===== config.mk =====
export PLATFORM = sky130hd
export DESIGN_NAME = fifo_word_packer
export DESIGN_NICKNAME = d
export VERILOG_FILES = /design/src/rtl/fifo_pack_pkg.sv /design/src/rtl/pack_flush_timer.sv /design/src/rtl/fifo_word_packer.sv
export SDC_FILE = /design/constraint.sdc
export NUM_CORES = 1
export LEC_CHECK = 0
export ABC_AREA = 0
export CORE_AREA = 4 4 72 74
export CTS_BUF_LIST = sky130_fd_sc_hd__clkbuf_8
export DETAILED_ROUTE_END_ITERATION = 16
export DIE_AREA = 0 0 76 78
export PLACE_DENSITY = 0.76
export REMOVE_ABC_BUFFERS = 1
export SYNTH_ARGS = -nofsm -noshare
export SYNTH_HDL_FRONTEND = slang
export SYNTH_HIERARCHICAL = 1
export SYNTH_SLANG_ARGS = --single-unit

===== constraint.sdc =====
create_clock -name clk -period 3.2 [get_ports clk]
set_input_delay 0.96 -clock clk [delete_from_list [all_inputs] [get_ports clk]]
set_output_delay 0.96 -clock clk [all_outputs]
set_load 0.05 [all_outputs]

===== src/rtl/fifo_pack_pkg.sv =====
// Shared types and helpers for the FIFO drain-side word packer.
package fifo_pack_pkg;

   typedef enum logic [1:0] {FILL, DRAIN, HOLD} pack_state_e;

   localparam int unsigned DEFAULT_BYTES_PER_WORD = 4;
   localparam int unsigned DEFAULT_FLUSH_CYCLES   = 16;
   localparam int unsigned MAX_LANES              = 64;

   // Low n bits set; callers cast down to their lane count.
   function automatic logic [MAX_LANES-1:0] keep_mask(input int unsigned n);
      logic [MAX_LANES-1:0] m;
      m = '0;
      for (int unsigned i = 0; i < MAX_LANES; i++) begin
         m[i] = (i < n);
      end
      return m;
   endfunction

endpackage


===== src/rtl/pack_flush_timer.sv =====
// Saturating idle counter; expired holds once FLUSH_CYCLES idle cycles have elapsed.
module pack_flush_timer
   import fifo_pack_pkg::*;
#(
   parameter int unsigned FLUSH_CYCLES = DEFAULT_FLUSH_CYCLES
) (
   input  logic clk,
   input  logic rst,
   input  logic clear,
   input  logic count_en,
   output logic expired
);

   localparam int unsigned TW = $clog2(FLUSH_CYCLES + 1);
   localparam logic [TW-1:0] LIMIT = TW'(FLUSH_CYCLES);

   logic [TW-1:0] cnt_q;

   always_ff @(posedge clk) begin
      if (rst || clear) begin
         cnt_q <= '0;
      end else if (count_en && (cnt_q != LIMIT)) begin
         cnt_q <= cnt_q + 1'b1;
      end
   end

   assign expired = (cnt_q == LIMIT);

endmodule


===== src/rtl/fifo_word_packer.sv =====
// Pops bytes from the FIFO read port and presents them as packed words on valid/ready.
// Define PACK_FLUSH_EN to flush a partial word after FLUSH_CYCLES idle cycles.
module fifo_word_packer
   import fifo_pack_pkg::*;
#(
   parameter int unsigned BYTES_PER_WORD = DEFAULT_BYTES_PER_WORD,
   parameter int unsigned FLUSH_CYCLES   = DEFAULT_FLUSH_CYCLES
) (
   input  logic                        clk,
   input  logic                        rst,
   input  logic [7:0]                  fifo_out,
   input  logic                        fifo_empty,
   output logic                        fifo_rd,
   output logic [8*BYTES_PER_WORD-1:0] word_data,
   output logic [BYTES_PER_WORD-1:0]   word_keep,
   output logic                        word_valid,
   input  logic                        word_ready
);

   localparam int unsigned CW = $clog2(BYTES_PER_WORD + 1);
   localparam logic [CW-1:0] LAST = CW'(BYTES_PER_WORD);
   localparam logic [BYTES_PER_WORD-1:0] KEEP_FULL =
      BYTES_PER_WORD'(keep_mask(BYTES_PER_WORD));

   pack_state_e                          state_q;
   logic [CW-1:0]                        issued_q;
   logic [CW-1:0]                        lane_q;
   logic                                 rd_q;
   logic [BYTES_PER_WORD-1:0][7:0]       data_q;
   logic [BYTES_PER_WORD-1:0]            keep_q;
   logic                                 valid_q;
   logic                                 flush;

   assign fifo_rd = !rst && !fifo_empty && (state_q == FILL) && (issued_q < LAST);

`ifdef PACK_FLUSH_EN
   logic idle;
   logic flush_expired;

   assign idle = (state_q == FILL) && (issued_q != '0) && !fifo_rd && !rd_q;

   pack_flush_timer #(
      .FLUSH_CYCLES(FLUSH_CYCLES)
   ) u_flush_timer (
      .clk     (clk),
      .rst     (rst),
      .clear   (!idle),
      .count_en(idle),
      .expired (flush_expired)
   );

   // A pop arriving on the expiry cycle wins; the word keeps filling.
   assign flush = flush_expired && !fifo_rd;
`else
   assign flush = 1'b0;
`endif

   always_ff @(posedge clk) begin
      if (rst) begin
         state_q  <= FILL;
         issued_q <= '0;
         lane_q   <= '0;
         rd_q     <= 1'b0;
         data_q   <= '0;
         keep_q   <= '0;
         valid_q  <= 1'b0;
      end else begin
         rd_q <= fifo_rd;
         if (rd_q) begin
            for (int i = 0; i < BYTES_PER_WORD; i++) begin
               if (lane_q == CW'(i)) data_q[i] <= fifo_out;
            end
            lane_q <= lane_q + 1'b1;
         end
         case (state_q)
            FILL: begin
               if (fifo_rd) begin
                  issued_q <= issued_q + 1'b1;
                  if ((issued_q + 1'b1) == LAST) state_q <= DRAIN;
               end else if (flush) begin
                  state_q <= HOLD;
                  valid_q <= 1'b1;
                  keep_q  <= BYTES_PER_WORD'(keep_mask(32'(lane_q)));
               end
            end
            DRAIN: begin
               if (rd_q) begin
                  state_q <= HOLD;
                  valid_q <= 1'b1;
                  keep_q  <= KEEP_FULL;
               end
            end
            HOLD: begin
               if (word_ready) begin
                  state_q  <= FILL;
                  issued_q <= '0;
                  lane_q   <= '0;
                  data_q   <= '0;
                  keep_q   <= '0;
                  valid_q  <= 1'b0;
               end
            end
            default: state_q <= FILL;
         endcase
      end
   end

   assign word_data  = data_q;
   assign word_keep  = keep_q;
   assign word_valid = valid_q;

endmodule

==> impl_metrics.csv <==
group,metric,value,unit
grt,grt.overflow.total,0,
floorplan,ioPinCount,50,
worst_setup_path,cp.required,2240,ps
worst_setup_path,startpoint_type,"input port",
worst_setup_path,end_kind,"output port",
grt,track_usage,12.3,%
clock_network,clk_path_buf_depth,2,
routing,firstDrtPassIters,4,
synth,netlist_instances,173,
timing,clock_skew,13.0,ps
clock_network,post_cts_buffers,0,
timing,whs,461,ps
min_path,hold_depth,2,
clock_network,clkTransAtPathRegs,80,ps
synth,avgSynthCellArea,9.84,sq um
layout,fillers,451,
power,power_density,442,nW/um^2
layout,diodes,0,
grt,grt_pass1_vias,1217,
synth,synth_seq_cells,42,
min_path,hold_class,"flop to flop",
clock_network,cts_made_buffers,5,
worst_setup_path,r2r_cells,3,
worst_setup_path,r2r_start,"rd_q$_SDFF_PP0_",
power,p_leak,1.00,nW
clock_network,cts_root_buf,"clkbuf_8",
floorplan,initial_core_util,37.0,%
min_path,hold_start,"word_data[28]$_SDFF_PP0_",
grt,grt_max_degree,36,
routing,vias,1269,
timing,clock.fmax,318,MHz
timing,hold_violations,0,
routing,wl,3540,um
worst_setup_path,crit_fanout,3,
clock_network,postCtsHoldBufs,0,
worst_setup_path,arrival,2180,ps
grt,antenna_found_initial,0,
synth,ys_seq_area_share,49.4,%
worst_setup_path,r2r_slack,1360,ps
synth,syn_area,1700,sq um
floorplan,die-area,5930,sq um
clock_network,insertion_delay,290,ps
job,maxCapViolations,0,
layout,nNetsFinal,236,
synth,ys_types,24,
floorplan,num_rows,25,
worst_setup_path,reg2reg_to,"word_data[0]$_SDFF_PP0_",
grt,grt_first_pass_wirelength,5910,um
timing,fin_crit_sh,98.3,%
routing,ant_nets,0,
clock_network,cts_tree,"built",
timing,setup_violations,0,
min_path,min_to,"word_data[28]$_SDFF_PP0_",
synth,ys_warn_count,6,
routing,drcViolationCount,0,
worst_setup_path,path_class,"input port to output port",
power,irDropWorstVdd,0.240,mV
timing,worst_pin_slew,634,ps
layout,syn_to_final_growth,34.5,%
synth,yosys-top-cells-area,"dfxtp_1 (49%), mux2i_1 (16%), nor2_1 (6.6%)",
routing,vias_per_cell,4.67,
timing,relSlewSlack,57.6,%
place,hpwlAfterDp,2420,um
clock_network,cts.sinks,42,
routing,drtIter0Drc,105,
power,totalPowerFinal,1.01,mW
timing,rsz0062_at_grt,"no",
synth,synth_top_area_share,49.4,%
floorplan,die_h,78,um
place,port_buffers,49,
clock_network,cts.htree.levels,2,
layout,drive_above_1_share,6.42,%
routing,post_drt_wl_per_cell,13.0,um
timing,drv_slew,0,
synth,yosysTopAreaCell,"dfxtp_1",
place,gp_congestion,0.706,
run_status,status,"finished clean",
clock_network,ctsResizeCount,0,
place,preCtsSetupSlack,53.2,ps
timing,setup_ws,55.8,ps
floorplan,core,4600,sq um
timing,fin_tns_setup,0,ps
floorplan,fp.dieW,76,um
timing,layout_min_cycle_time,3140,ps
cells in the mapped netlist:
cell type	count
dfxtp_1	42
nor2_1	30
mux2i_1	28
a21oi_1	11
nand2_1	9
nand3_1	8
buf_4	7
ha_1	7
nand3b_1	6
inv_1	5
buf_2	3
clkbuf_2	3
nand2b_1	3
a2bb2oi_1	1
and3b_2	1
buf_1	1
clkbuf_1	1
nor2_4	1
nor2b_1	1
nor3_1	1
nor4b_1	1
o32ai_1	1
or4_4	1
xnor2_1	1
per-layer routing:
metal  vias to the layer above  wire, um  GRT usage, %
met1                       564      1640          15.7
met3                         6       229          4.87
met5                         -         0             0
met2                        38      1650          19.6
li1                        661         -             -
met4                         0        24          2.67
power breakdown:
group	switching [mW]	leakage (nW)	internal [mW]
Sequential	0.0136	0.340	0.537
Clock	0.174	0.0493	0.151
Combinational	0.0781	0.611	0.0570
registers in the layout (all words and copies together) (netlist names):
name,cells
state_q,2
lane_q,3
issued_q,3
word_data,32
rd_q,1
word_keep,1
critical path, cell delays in order:
cell	delay (ps)
clkdlybuf4s50_1	420
or4_4	520
nor2_4	140
buf_12	150
layout make-up:
class	count	area, sq um	area share [%]
inverters	5	18.8	0.820
clock buffers	5	68.8	3.01
well taps	54	67.6	2.95
multi-input cells	111	752	32.9
repair buffers	52	523	22.9
clock inverters	3	17.5	0.765
flip-flops and latches	42	841	36.7
cells in the final DEF, fill, tap and decap left out:
master / count
clkdlybuf4s50_1: 48
and3b_2: 1
nand2_1: 9
nor2_1: 30
nand2b_1: 3
a2bb2oi_1: 1
inv_1: 6
xnor2_1: 1
dfxtp_1: 42
nand3b_1: 6
o32ai_1: 1
nor2b_1: 1
clkbuf_8: 5
a21oi_1: 11
or4_4: 1
clkinv_4: 1
nor3_1: 1
ha_1: 7
nor4b_1: 1
buf_4: 3
nand3_1: 8
buf_12: 1
mux2i_1: 28
nor2_4: 1
clkinv_2: 1
worst max-delay path by stage:
stage | depth (start not counted) | slack [ps] | startpoint | endpoint
after CTS | 4 | 50 | fifo_empty | fifo_rd
after global routing | 4 | 20 | fifo_empty | fifo_rd
after floorplan | 0 | 330 | word_keep[2]$_SDFFE_PP0P_ | word_keep[0]
after detailed placement | 4 | 50 | fifo_empty | fifo_rd
final | 4 | 60 | fifo_empty | fifo_rd
after global placement | 4 | 80 | fifo_empty | fifo_rd
cell families (layout without fill, tap and decap cells):
| family | Yosys count | after routing | share of synthesized area (%) |
|---|---|---|---|
| mux | 28 | 28 | 16.5 |
| compound gates | 13 | 13 | 4.26 |
| fa+ha+maj | 7 | 7 | 5.15 |
| flops | 42 | 42 | 49.4 |
| buf+inv | 20 | 65 | 6.40 |
| simple gates | 62 | 62 | 17.8 |
| xor+xnor | 1 | 1 | 0.515 |
metrics by stage:
| stage | std cells | utilization [%] | cell area, sq um |
|---|---|---|---|
| after floorplan | 158 | - | 1610 |
| after global placement | 264 | 47.9 | 2200 |
| after detailed placement | 264 | 47.9 | 2200 |
| after CTS | 272 | 49.8 | 2290 |
| after global routing | 272 | 49.8 | 2290 |
| final | 272 | 49.8 | 2290 |
Note: power is estimated with default switching activity, not from simulation.
